<file path="src/rtl/serial_subtractor_4bit.sv">
// serial_subtractor_4bit
//   Bit-serial two's-complement subtractor. It computes diff = a - b as
//   a + ~b + 1 through one full-adder cell, one bit per clock, LSB first.
//   Optional macro SERIAL_SUB_SATURATE_EN clamps diff to the signed limit
//   when overflow is flagged. When the macro is undefined, diff is the raw
//   modular result.
//
// Ports:
//   clk       in   clock, rising edge
//   rst_n     in   asynchronous active-low reset
//   start     in   request, sampled only in IDLE (ignored while done is high)
//   a, b      in   WIDTH-bit operands, latched on the accepted start
//   busy      out  high while the serial loop runs
//   done      out  one-cycle pulse when diff/carryout/overflow update
//   diff      out  a - b, modulo 2^WIDTH
//   carryout  out  carry out of MSB (1 = no borrow)
//   overflow  out  signed overflow (carry into MSB ^ carry out of MSB)
module serial_subtractor_4bit #(
    parameter int WIDTH = 4
) (
    input  logic             clk,
    input  logic             rst_n,
    input  logic             start,
    input  logic [WIDTH-1:0] a,
    input  logic [WIDTH-1:0] b,
    output logic             busy,
    output logic             done,
    output logic [WIDTH-1:0] diff,
    output logic             carryout,
    output logic             overflow
);

    localparam int CW = $clog2(WIDTH + 1);

    typedef enum logic [1:0] {S_IDLE, S_RUN, S_DONE} state_t;

    state_t           state, state_nxt;
    logic [WIDTH-1:0] a_sh, b_sh, r_sh;
    logic [CW-1:0]    count;
    logic             carry, cin_msb;
    logic             s, c;
    logic             start_ok;
    logic             ovf;
    logic [WIDTH-1:0] diff_fin;

    // The done pulse is visible while the FSM is already back in IDLE, so a
    // start in that cycle has to be masked.
    assign start_ok = start && !done;

    // Full-adder cell
    assign s = a_sh[0] ^ b_sh[0] ^ carry;
    assign c = (a_sh[0] & b_sh[0]) | (a_sh[0] & carry) | (b_sh[0] & carry);

    assign busy = (state == S_RUN);
    assign ovf  = cin_msb ^ carry;

`ifdef SERIAL_SUB_SATURATE_EN
    // On overflow the result sign is always opposite to the sign of a.
    // A negative raw result therefore means a was non-negative, and the
    // clamp goes to max positive.
    always_comb begin
        diff_fin = r_sh;
        if (ovf)
            diff_fin = r_sh[WIDTH-1] ? {1'b0, {(WIDTH-1){1'b1}}}
                                     : {1'b1, {(WIDTH-1){1'b0}}};
    end
`else
    assign diff_fin = r_sh;
`endif

    always_ff @(posedge clk or negedge rst_n) begin
        if (!rst_n) state <= S_IDLE;
        else        state <= state_nxt;
    end

    always_comb begin
        state_nxt = state;
        case (state)
            S_IDLE:  if (start_ok) state_nxt = S_RUN;
            S_RUN:   if (count == CW'(WIDTH - 1)) state_nxt = S_DONE;
            S_DONE:  state_nxt = S_IDLE;
            default: state_nxt = S_IDLE;
        endcase
    end

    always_ff @(posedge clk or negedge rst_n) begin
        if (!rst_n) begin
            a_sh     <= '0;
            b_sh     <= '0;
            r_sh     <= '0;
            count    <= '0;
            carry    <= 1'b0;
            cin_msb  <= 1'b0;
            done     <= 1'b0;
            diff     <= '0;
            carryout <= 1'b0;
            overflow <= 1'b0;
        end else begin
            done <= 1'b0;
            case (state)
                S_IDLE: begin
                    if (start_ok) begin
                        a_sh  <= a;
                        b_sh  <= ~b;
                        carry <= 1'b1;   // +1 of the two's-complement negate
                        count <= '0;
                    end
                end
                S_RUN: begin
                    r_sh  <= {s, r_sh[WIDTH-1:1]};
                    a_sh  <= a_sh >> 1;
                    b_sh  <= b_sh >> 1;
                    carry <= c;
                    count <= count + CW'(1);
                    // The carry leaving bit WIDTH-2 is the carry into the MSB.
                    if (count == CW'(WIDTH - 2)) cin_msb <= c;
                end
                S_DONE: begin
                    done     <= 1'b1;
                    diff     <= diff_fin;
                    carryout <= carry;
                    overflow <= ovf;
                end
                default: ;
            endcase
        end
    end

endmodule

</file>
<file path="config.mk">
export PLATFORM = sky130hd
export DESIGN_NAME = serial_subtractor_4bit
export DESIGN_NICKNAME = d
export VERILOG_FILES = /design/src/rtl/serial_subtractor_4bit.sv
export SDC_FILE = /design/constraint.sdc
export NUM_CORES = 1
export LEC_CHECK = 0
export BUFFER_PORTS_ARGS = -buffer_cell sky130_fd_sc_hd__buf_2
export CORE_MARGIN = 2
export CORE_UTILIZATION = 25
export CTS_CLUSTER_SIZE = 16
export DETAILED_ROUTE_END_ITERATION = 16
export PLACE_DENSITY = 0.5
export REMOVE_ABC_BUFFERS = 1
export SETUP_SLACK_MARGIN = 0.3
export SLEW_MARGIN = 25
export SYNTH_ARGS = -nofsm -noshare
export SYNTH_HDL_FRONTEND = slang
export SYNTH_SLANG_ARGS = --single-unit
</file>
<file path="constraint.sdc">
create_clock -name clk -period 1.45 [get_ports clk]
set_input_delay 0.0725 -clock clk [delete_from_list [all_inputs] [get_ports clk]]
set_output_delay 0.0725 -clock clk [all_outputs]
set_load 0.02 [all_outputs]
</file>
==> impl_results.md <==
- Antenna-violating nets left: 0
- Tot Pwr: 3.26 mW
- Leak: 0.723 nW
- Initial antenna violation count: 0
- RSZ-0062 raised after global routing: yes
- Ys Warns: 0
- Rel. slew slack: 0.629
- Average wire per standard cell: 13.3 µm
- N_diodes: 0
- Synth unique cells: 26
- GRT Overall Usage: 0.106
- Required time of the critical path: 1.65 ns
- FILL cells: 446
- DR vias: 893
- Core area: 4380 µm²
- Period utilization: 0.847
- Root buf cell: clkbuf_8
- Routability cong.: 0.855
- Worst-path maximum fanout: 6
- Vias in the first global route: 976
- Synth Flop Type: dfrtp_1
- Overflow after GRT: 0
- Post-synthesis instance total: 104
- Total Routed Length: 2480 µm
- Type of origin of the critical path: flip-flop
- CP Class: reg2reg
- CTS sink cnt: 26
- Mean Syn Cell Area: 11.1 µm²
- Fraction of layout cells with a size suffix above 1: 0.407
- Cell with the most instances after synthesis: dfrtp_1
- Reg2reg path depth: 3
- Worst R2R Setup Slack: 0.22 ns
- Fmax: 814 MHz
- Post-synthesis instance area: 1150 µm²
- Seq/Total Area, Yosys: 0.566
- Slew Viols, Final: 0
- Drt via density: 4.78
- First-pass GRT wire length: 4370 µm
- Crit. End Element: flip-flop
- Clock Latency Late Sink: 0.27 ns
- IO Pins: 19
- Hold Crit Start: a[0]
- Number of nets in the layout: 152
- Drt drc: 0
- Starting Density: 0.262
- Hold Path Depth: 3
- Max_cap viols: 0
- Cell Pwr Density: 2180 nW/µm²
- Register bit total from synthesis: 26
- FF-to-FF Start: state[1]
- Area Overhead vs Synth: 30.1%
- Status: finished, final reports clean
- Post-layout util: 0.341
- Crit Reg-Reg Endpoint: a_sh[3]
- Drt first-iter violations: 33
- Num CTS Buffers: 3
- Max Buffers Root-to-Sink: 2
- Fin. Hold Viols: 0
- Crit path time final: 1.23 ns
- Site row count: 24
- Reg clk slew, reported paths: 0.09 ns
- Hold Path Sink: a_sh[0]
- HPWL Detailed: 1770 µm
- CTS tree: yes
- VDD IR max: 0.888 mV
- Largest net degree at the start of global routing: 27
- # H-tree levels: 1
- Async set-or-reset flop fraction in the synthesized netlist: 1.00
- Worst hold-check path type: in2reg
- Port Buffers: 18
- Chip height: 71.8 µm
- Die width: 71.8 µm
- Commonest cells in the netlist: dfrtp_1, nand2_1, inv_1
- DRT Pass-1 Iters: 6
- Slew @ Worst Pin: 0.556 ns
- Synth area leaders: dfrtp_1, mux2_2, nand2_1, o22ai_1, ha_1
- Max Clock Skew: 0.00637 ns
- Die area: 5160 µm²
- Yosys top cell area share: 0.566
- Final setup fails: 0
- Post-synth top area cell: dfrtp_1
- Number of synthesized flops with an enable pin: 0
- Worst EP arrival: 1.42 ns
-- final cells by class --
class,instances,area (µm²),share of cell area
flip-flops and latches,26,653,0.436
multi-input cells,65,489,0.327
repair buffers,31,204,0.136
well taps,52,65.1,0.0435
inverters,10,43.8,0.0293
clock buffers,3,41.3,0.0276
-- cell families (layout without fill, tap and decap cells) --
family	Yosys count	after routing	share of synthesized area
xor+xnor	1	1	0.00762
mux	7	7	0.0718
fa+ha+maj	4	4	0.0501
compound gates	26	26	0.145
buf+inv	13	44	0.0457
flops	26	26	0.566
simple gates	27	27	0.114
-- worst max-delay path by stage --
| stage | slack, ns | startpoint | to | cells after the start |
|---|---|---|---|---|
| after CTS | 0.23 | done | b_sh[3] | 3 |
| after global routing | 0.16 | done | a_sh[3] | 3 |
| final | 0.22 | state[1] | a_sh[3] | 3 |
| after floorplan | -0.02 | state[1] | cin_msb | 4 |
| after detailed placement | 0.1 | state[1] | a_sh[2] | 3 |
| after global placement | 0.11 | state[1] | a_sh[3] | 3 |
-- report_power, final --
| group | leakage (nW) | internal [mW] | switching [mW] |
|---|---|---|---|
| clock network | 0.0216 | 0.186 | 0.213 |
| logic | 0.382 | 0.774 | 0.771 |
| registers | 0.320 | 1.06 | 0.257 |
| total | 0.723 | 2.02 | 1.24 |
-- what timing repair did --
action                     in CTS  in global routing
hold endpoints to repair       26                  0
gates cloned                    0                  0
gates resized for setup        14                  5
hold buffers                    1                  0
setup endpoints to repair      21                 19
buffers inserted                6                  1
pin swaps                       7                  2
-- layout by cell type (no fill, tap or decap), types with 3 or more instances in the layout --
cell type   n
dfrtp_1    24
nand2_1    17
buf_2      17
buf_4      10
inv_1       8
mux2_2      6
o22ai_1     6
a21oi_1     4
o2bb2ai_1   3
clkbuf_8    3
buf_6       3
-- routing by layer --
metal,wire [µm],part of all wire,track usage,vias to the layer above
li1,-,-,-,423
met1,1060,0.43,0.129,454
met2,1320,0.53,0.190,14
met3,85,0.034,0.0155,2
met4,10,0.0040,0.0398,0
met5,0,0,0,-
-- sequential cells by signal, summed over array words and instances (netlist names) --
register,flops
cin_msb,1
a_sh,4
done,1
diff,4
carry,1
carryout,1
overflow,1
diff_fin,4
b_sh,4
state,2
count,3
-- critical path, stage by stage (launching register included) --
cell and delay [ns]:
dfrtp_2 0.44, or3b_4 0.43, a2bb2oi_1 0.15, o21ai_1 0.13
-- stage by stage --
step	worst slack (ns)	hold slack, ns	TNS [ns]	cell area, µm²	std cells
6_report	0.222	0.105	0	1500	187
4_1_cts	0.230	0.124	0	1470	186
5_1_grt	0.158	0.121	0	1500	187
3_3_place_gp	0.114	0.107	0	1330	176
2_1_floorplan	-0.0246	-0.223	-0.0246	1130	101
3_5_place_dp	0.0974	0.111	0	1330	176
(Power assumes the default switching activity.)
